--- src/rtl/robs_divider.sv ---
// Sequential signed divider: WIDTH-step restoring division on operand magnitudes,
// then sign correction. Quotient truncates toward zero and the remainder follows the dividend's sign.
module robs_divider #(
  parameter int WIDTH = 8
) (
  input  logic             clk,
  input  logic             reset,
  input  logic             start,
  input  logic [WIDTH-1:0] dividend,
  input  logic [WIDTH-1:0] divisor,
  output logic [WIDTH-1:0] quotient,
  output logic [WIDTH-1:0] remainder,
  output logic             busy,
  output logic             done,
  output logic             div_by_zero,
  output logic             overflow
);

  localparam int KW = $clog2(WIDTH + 1);
  localparam logic [WIDTH-1:0] MIN_VAL = {1'b1, {(WIDTH-1){1'b0}}};

  typedef enum logic [1:0] {IDLE, ITER, FIX, DONE} state_e;

  state_e           state_q, state_d;
  logic [KW-1:0]    k_q, k_d;
  logic [WIDTH:0]   p_q, p_d;
  logic [WIDTH-1:0] qm_q, qm_d, dvs_q, dvs_d, dvd_q, dvd_d;
  logic             sq_q, sq_d, sr_q, sr_d, dz_q, dz_d, ovp_q, ovp_d;
  logic [WIDTH-1:0] quot_q, quot_d, rem_q, rem_d;
  logic             dbz_q, dbz_d, ovf_q, ovf_d, busy_q, busy_d, done_q, done_d;
  logic [WIDTH+1:0] trial;

  // Shift {P,Qm} left and subtract the divisor in one step; the MSB is the sign of T.
  assign trial = {p_q, qm_q[WIDTH-1]} - {2'b00, dvs_q};

  function automatic logic [WIDTH-1:0] mag(input logic [WIDTH-1:0] v);
    return v[WIDTH-1] ? -v : v;
  endfunction

  // NOTE: sequential state uses non-blocking assignments so every flop samples pre-edge values.
  always_ff @(posedge clk or posedge reset) begin
    if (reset) state_q <= IDLE;
    else       state_q <= state_d;
  end

  // NOTE: each always_comb assigns defaults first so no path leaves a signal unassigned (no latches).
  always_comb begin
    state_d = state_q;
    unique case (state_q)
      IDLE:    if (start) state_d = ITER;
      ITER:    if (k_q == KW'(1)) state_d = FIX;
      FIX:     state_d = DONE;
      DONE:    state_d = IDLE;
      default: state_d = IDLE;
    endcase
  end

  always_comb begin
    busy_d = (state_d == ITER) || (state_d == FIX);
    done_d = (state_d == DONE);
  end

  always_comb begin
    k_d    = k_q;
    p_d    = p_q;
    qm_d   = qm_q;
    dvs_d  = dvs_q;
    dvd_d  = dvd_q;
    sq_d   = sq_q;
    sr_d   = sr_q;
    dz_d   = dz_q;
    ovp_d  = ovp_q;
    quot_d = quot_q;
    rem_d  = rem_q;
    dbz_d  = dbz_q;
    ovf_d  = ovf_q;
    unique case (state_q)
      IDLE: if (start) begin
        dvd_d = dividend;
        dvs_d = mag(divisor);
        qm_d  = mag(dividend);
        sq_d  = dividend[WIDTH-1] ^ divisor[WIDTH-1];
        sr_d  = dividend[WIDTH-1];
        dz_d  = (divisor == '0);
        ovp_d = (dividend == MIN_VAL) && (divisor == '1);
        p_d   = '0;
        k_d   = KW'(WIDTH);
      end
      ITER: begin
        k_d = k_q - KW'(1);
        if (!trial[WIDTH+1]) begin
          p_d  = trial[WIDTH:0];
          qm_d = {qm_q[WIDTH-2:0], 1'b1};
        end else begin
          p_d  = {p_q[WIDTH-1:0], qm_q[WIDTH-1]};
          qm_d = {qm_q[WIDTH-2:0], 1'b0};
        end
      end
      FIX: begin
        if (dz_q) begin
          quot_d = '1;
          rem_d  = dvd_q;
        end else begin
          quot_d = sq_q ? -qm_q : qm_q;
          rem_d  = sr_q ? -p_q[WIDTH-1:0] : p_q[WIDTH-1:0];
        end
        dbz_d = dz_q;
        ovf_d = ovp_q;
      end
      default: ;
    endcase
  end

  always_ff @(posedge clk or posedge reset) begin
    if (reset) begin
      k_q    <= '0;
      p_q    <= '0;
      qm_q   <= '0;
      dvs_q  <= '0;
      dvd_q  <= '0;
      sq_q   <= 1'b0;
      sr_q   <= 1'b0;
      dz_q   <= 1'b0;
      ovp_q  <= 1'b0;
      quot_q <= '0;
      rem_q  <= '0;
      dbz_q  <= 1'b0;
      ovf_q  <= 1'b0;
      busy_q <= 1'b0;
      done_q <= 1'b0;
    end else begin
      k_q    <= k_d;
      p_q    <= p_d;
      qm_q   <= qm_d;
      dvs_q  <= dvs_d;
      dvd_q  <= dvd_d;
      sq_q   <= sq_d;
      sr_q   <= sr_d;
      dz_q   <= dz_d;
      ovp_q  <= ovp_d;
      quot_q <= quot_d;
      rem_q  <= rem_d;
      dbz_q  <= dbz_d;
      ovf_q  <= ovf_d;
      busy_q <= busy_d;
      done_q <= done_d;
    end
  end

  assign quotient    = quot_q;
  assign remainder   = rem_q;
  assign div_by_zero = dbz_q;
  assign overflow    = ovf_q;
  assign busy        = busy_q;
  assign done        = done_q;

endmodule

--- config.mk ---
export PLATFORM = sky130hd
export DESIGN_NAME = robs_divider
export DESIGN_NICKNAME = d
export VERILOG_FILES = /design/src/rtl/robs_divider.sv
export SDC_FILE = /design/constraint.sdc
export NUM_CORES = 1
export LEC_CHECK = 0
export ABC_CLOCK_PERIOD_IN_PS = 1900
export CAP_MARGIN = 20
export CELL_PAD_IN_SITES_DETAIL_PLACEMENT = 1
export CELL_PAD_IN_SITES_GLOBAL_PLACEMENT = 1
export CORE_ASPECT_RATIO = 0.7
export CORE_MARGIN = 4
export CORE_UTILIZATION = 40
export CTS_BUF_LIST = sky130_fd_sc_hd__clkbuf_4 sky130_fd_sc_hd__clkbuf_8
export CTS_CLUSTER_DIAMETER = 80
export DETAILED_ROUTE_END_ITERATION = 16
export GPL_ROUTABILITY_DRIVEN = 0
export PLACE_DENSITY_LB_ADDON = 0.1
export SLEW_MARGIN = 25
export SYNTH_ARGS = -nofsm -noshare
export SYNTH_HDL_FRONTEND = slang
export SYNTH_SLANG_ARGS = --single-unit
--- constraint.sdc ---
create_clock -name clk -period 1.9 [get_ports clk]
set_input_delay 0.38 -clock clk [delete_from_list [all_inputs] [get_ports clk]]
set_output_delay 0.38 -clock clk [all_outputs]
set_load 0.02 [all_outputs]
==> results of run 1 <==
## placed cells by master (no fill, tap or decap), drive strengths merged, types with 4 or more instances in the layout
master	n
a21o	4
a21oi	24
buf	84
clkbuf	13
clkdlybuf4s50	38
dfrtp	62
ha	15
inv	23
mux2i	8
nand2	73
nand3	7
nand4	6
nor2	25
nor4	4
o211ai	8
o21ai	29
o22ai	13
o31ai	7
o41ai	4
xnor2	13
xor2	14
## registers in the layout, indices dropped and copies added (netlist names)
signal	cells
busy	1
remainder	8
quotient	8
dvd_q	8
sq_q	1
overflow	1
qm_q	8
dz_q	1
dvs_q	8
done	1
p_q	9
state_q	2
div_by_zero	1
ovp_q	1
k_q	4
## layer usage
layer | up-vias | GRT usage | wire [um]
met1 | 1784 | 0.330 | 5820
met4 | 0 | 0.0641 | 328
met2 | 121 | 0.367 | 6190
met5 | - | 0 | 0
met3 | 33 | 0.0558 | 634
li1 | 1644 | - | -
## metrics by stage
stage               std cells  total power, mW  setup TNS, ps   util  instance area (um2)
finish                    642             10.6          -1200  0.610                 5240
global route              642             11.4          -2220  0.610                 5240
CTS                       632             9.87           -292  0.589                 5050
detailed placement        608             7.82          -2610  0.539                 4630
global placement          608             7.54          -1290  0.539                 4630
floorplan                 402             5.56          -99.7      -                 3640
## cell type report
cell class	count	area [um2]
multi-input combinational	296	2090
timing repair buffer	122	1080
fill	981	3350
sequential	62	1550
tap	120	150
clock inverter	3	90.1
clock buffer	13	166
inverter	26	106
## logic make-up after synthesis
| family | after synthesis | synth area share |
|---|---|---|
| xor+xnor | 27 | 0.0659 |
| mux | 9 | 0.0255 |
| buf+inv | 44 | 0.0478 |
| compound gates | 107 | 0.197 |
| fa+ha+maj | 16 | 0.0579 |
| simple gates | 137 | 0.173 |
| flops | 62 | 0.433 |
## worst max-delay path: stages, from the launching register on
cell	delay, ps
dfrtp_1	460
ha_4	340
nand3b_1	130
a211oi_2	320
o21ai_1	180
buf_4	200
and3_1	180
o32ai_2	190
## power breakdown
part / switching (mW) / leakage [nW] / internal, mW / total [mW]
Combinational: 3.35 / 1.44 / 3.27 / 6.63
Clock: 0.528 / 0.131 / 0.974 / 1.50
Sequential: 0.578 / 0.755 / 1.92 / 2.50
Total: 4.46 / 2.32 / 6.17 / 10.6
## worst paths after layout
path / endpoint / slack [ps] / depth (start not counted)
max: p_q[0] / -190 / 7
min in group clk: remainder[7] / 480 / 1
max in group asynchronous: p_q[0] / 1080 / 3
min: remainder[5] / 360 / 2
max reg2reg: p_q[0] / -190 / 7
min reg2reg: remainder[7] / 480 / 1
## repair_timing
item / 4_1_cts / 5_1_grt
pin swaps: 21 / 15
setup endpoints to repair: 13 / 14
buffers inserted: 9 / 12
gates resized for setup: 28 / 26
cloned: 0 / 0
==> flow_metrics.py, run 1 <==
metrics = {
    "status": {
        "outcome": "finished with violations",
        "violations": "setup timing",
    },
    "yosys": {
        "ys_warn_count": 0,
        "synthCells": 402,
        "synth_largest_area_cell": "dfrtp_1",
        "syn-num-nets": 437,
        "synth_edf_count": 0,
        "synth_top_cell_area_share": 0.433,
        "ys_top_cells_by_count": "nand2_1, dfrtp_1, o21ai_0, inv_1, nor2_1",
        "seq_area_frac_synth": 0.433,
        "yosysMostFrequentCell": "nand2_1",
        "yosys_register_bits": 62,
        "synth_cell_types": 58,
        "synth_ff_type": "dfrtp_1",
        "syn_area_um2": 3590,
        "synth_area_leaders": "dfrtp_1, nand2_1, ha_1",
        "avgSynthCellArea_um2": 8.92,
        "ys_async_sr_fraction": 1.00,
    },
    "finish": {
        "final_layout_size_suffix_gt1_frac": 0.285,
        "area_growth_pct": 46.0,
        "n_antenna_cell": 0,
        "fin_nets": 552,
    },
    "clock_tree": {
        "cts_root_buf": "clkbuf_8",
        "cts.sinks": 62,
        "worstSkewPairLatency_ps": 350,
        "cts-htree-levels": 3,
        "numCtsBuffers": 9,
        "clockBufferDepth": 2,
        "cts_tree": "done",
        "clk_pin_slew_ps": 70,
        "cts_hold_buf": 0,
    },
    "floorplan": {
        "initial_utilization": 0.418,
        "dieHeight_um": 87.2,
        "die_w_um": 121,
        "dieArea_um2": 10600,
        "fp.coreArea_um2": 8580,
        "pin_count": 39,
        "row_count": 28,
    },
    "setup_path": {
        "worstPathMaxFanout": 7,
        "timing.rr.start": "p_q[1]",
        "worst_setup_path_end_kind": "register",
        "crit_path_start_kind": "register",
        "critPathKind": "register to register",
        "crit_required_ps": 2160,
        "worstPathArrival_ps": 2350,
        "startpoint": "p_q[1]",
    },
    "timing": {
        "hold_viol_final": 0,
        "setup-violations-final": 13,
        "fmax_mhz": 479,
        "holdWs_ps": 362,
        "final.setup_skew_ps": 10.8,
        "slew_violations": 0,
        "worst_slack_ps": -189,
        "slew_headroom": 0.665,
        "grt_setup_unrepaired": "yes",
        "finalCritPeriodShare": 1.10,
        "fin_crit_ps": 2090,
        "worstMarginPinSlew_ps": 500,
    },
    "routing": {
        "drcViolationCount": 0,
        "drt_wl_total_um": 13000,
        "drt-wirelength-per-cell_um": 20.2,
        "viasPerCell": 5.58,
        "drt_iter0_markers": 227,
        "ant_nets": 0,
        "first_pass_iters": 5,
        "via_count": 3582,
    },
    "placement": {
        "dpl_worst_slack_ps": -256,
        "hpwl_um": 8600,
        "io_buffers": 38,
    },
    "power": {
        "p_leak_nw": 2.32,
        "peakVddDrop_uv": 825,
        "power.density_nw_per_um2": 2030,
    },
    "worst_hold_path": {
        "hold_class": "input port to async pin",
    },
    "global_route": {
        "grtUsageTotal": 0.235,
        "grt_pass1_wl_um": 19300,
        "grt_max_degree": 32,
        "grt_pass1_vias": 3656,
        "grt-ovfl-total": 0,
        "grt_antenna_before_repair": 0,
    },
    "run": {
        "max-cap-violations": 0,
    },
}
Note: power is estimated with default switching activity, not from simulation.
==> inputs of run 2 (changes only) <==
--- a/config.mk
+++ b/config.mk
@@ -11,7 +11,7 @@
 export CELL_PAD_IN_SITES_GLOBAL_PLACEMENT = 1
 export CORE_ASPECT_RATIO = 0.7
 export CORE_MARGIN = 4
-export CORE_UTILIZATION = 40
+export CORE_UTILIZATION = 35
 export CTS_BUF_LIST = sky130_fd_sc_hd__clkbuf_4 sky130_fd_sc_hd__clkbuf_8
 export CTS_CLUSTER_DIAMETER = 80
 export DETAILED_ROUTE_END_ITERATION = 16
==> run 2 against run 1 <==
Compared with the run above: the run still ends with setup timing left; largest power group unchanged; via count is 5.4% lower; count of clock-buffer cells in the layout decreased by 1; non-clock buffer count grew 1; setup slack better by 53 ps; maximum frequency rose by 2.6%; routed wire length fell by 14%; final cell count rose by 1.4%.
==> flow_metrics.py, run 2 (synthesized netlist as in run 1, its figures left out) <==
metrics = {
    "status": {
        "outcome": "finished with violations",
        "violations": "setup timing",
    },
    "clock_tree": {
        "cts_root_buf": "clkbuf_8",
        "cts.sinks": 62,
        "worstSkewPairLatency_ps": 340,
        "cts_tree": "done",
        "clockBufferDepth": 2,
        "clk_pin_slew_ps": 70,
        "cts-htree-levels": 3,
        "numCtsBuffers": 9,
    },
    "global_route": {
        "grt_pass1_vias": 3490,
        "grt-ovfl-total": 0,
        "grt_max_degree": 23,
        "grtUsageTotal": 0.193,
        "grt_pass1_wl_um": 17900,
        "grt_antenna_before_repair": 0,
    },
    "finish": {
        "fin_util": 0.527,
        "fin_nets": 553,
        "seq_area_um2": 1550,
        "fillers": 1156,
        "fin_cells": 651,
        "largest-register": "p_q",
        "n_antenna_cell": 0,
        "area_growth_pct": 44.5,
        "largest_reg_flops": 9,
        "final_layout_size_suffix_gt1_frac": 0.281,
        "finish.instance_area_um2": 5180,
        "final_common_cell": "buf_4",
        "final_cell_mix": "buf_4, nand2_1, dfrtp_1, clkdlybuf4s50_1",
        "multi_input_area_um2": 2080,
    },
    "floorplan": {
        "pin_count": 39,
        "dieArea_um2": 12000,
        "fp.coreArea_um2": 9830,
        "initial_utilization": 0.365,
        "dieHeight_um": 92.7,
        "die_w_um": 129,
        "row_count": 30,
    },
    "setup_path": {
        "path_cells": "ha_2 -> a21oi_4 -> o221ai_4 -> or3_4 -> and2_4 -> a311o_1",
        "startpoint": "p_q[4]",
        "crit_path_start_kind": "register",
        "reg2reg_slack_ps": -140,
        "timing.rr.start": "p_q[4]",
        "crit_required_ps": 2130,
        "worstPathArrival_ps": 2260,
        "endpoint": "p_q[1]",
        "critPathKind": "register to register",
        "critPathMaxStageDelay_ps": 440,
        "worstPathMaxFanout": 3,
        "worstReg2RegEnd": "p_q[1]",
        "r2r_cells": 6,
        "worst_setup_path_end_kind": "register",
        "slowest_stage": "dfrtp_1",
    },
    "placement": {
        "post-place-cells": 624,
        "dpl_worst_slack_ps": -205,
        "hpwl_um": 8530,
        "dpl_cell_area_um2": 4710,
        "io_buffers": 38,
    },
    "routing": {
        "viasPerCell": 5.21,
        "drt-wirelength-per-cell_um": 17.2,
        "drt_iter0_markers": 147,
        "via_count": 3390,
        "drcViolationCount": 0,
        "drt_wl_total_um": 11200,
        "first_pass_iters": 6,
        "ant_nets": 0,
    },
    "timing": {
        "worstMarginPinSlew_ps": 462,
        "setup-violations-final": 10,
        "final.setup_skew_ps": 10.5,
        "finalCritPeriodShare": 1.07,
        "fin_crit_ps": 2040,
        "grt_setup_unrepaired": "yes",
        "hold_viol_final": 0,
        "worst_slack_ps": -136,
        "slew_headroom": 0.691,
        "slew_violations": 0,
        "fmax_mhz": 491,
    },
    "worst_hold_path": {
        "hold_class": "input port to async pin",
    },
    "run": {
        "max-cap-violations": 0,
    },
    "power": {
        "peakVddDrop_uv": 615,
        "power.density_nw_per_um2": 1900,
        "p_leak_nw": 2.29,
        "power.total_mw": 9.85,
    },
}
[run 2: power breakdown]
| group | leakage [nW] | switching (mW) | internal (mW) |
|---|---|---|---|
| clock network | 0.101 | 0.520 | 0.646 |
| logic | 1.43 | 3.10 | 3.09 |
| registers | 0.754 | 0.561 | 1.92 |
[run 2: final cells by class]
cell class	count	area share
Tap cell	128	0.0309
Clock buffer	12	0.0282
Sequential cell	62	0.300
Inverter	26	0.0205
Clock inverter	4	0.00917
Timing Repair Buffer	123	0.210
Multi-Input combinational cell	296	0.401
[run 2: routing by layer]
metal	GRT usage	wire length [um]
met3	0.0438	437
met5	0	0
met1	0.287	5750
met2	0.286	4940
met4	0.0402	46
[run 2: timing repair]
action,in CTS,in global routing
gates resized for setup,19,28
hold buffers,0,0
setup endpoints to repair,12,14
pin swaps,14,17
buffers inserted,2,10
[run 2: stage by stage]
| stage | TNS [ps] | hold WS [ps] |
|---|---|---|
| after detailed placement | -1950 | 463 |
| final | -655 | 401 |
| after global placement | -1290 | 455 |
| after global routing | -1700 | 418 |
| after CTS | -421 | 399 |
| after floorplan | -99.7 | 439 |
[run 2: worst max-delay path, delay by kind of cell (launching register included)]
kind	cells	cell delay, ps
simple gates	2	540
flops	1	440
compound gates	3	690
fa+ha+maj	1	240
[run 2: how the worst min path moves through the flow]
stage           startpoint            to  cells after the start
2_1_floorplan        ovp_q      overflow                      2
3_3_place_gp   quotient[0]   quotient[0]                      2
3_5_place_dp   div_by_zero   div_by_zero                      2
4_1_cts              reset  remainder[2]                      2
5_1_grt              reset  remainder[2]                      2
6_report             reset  remainder[1]                      2
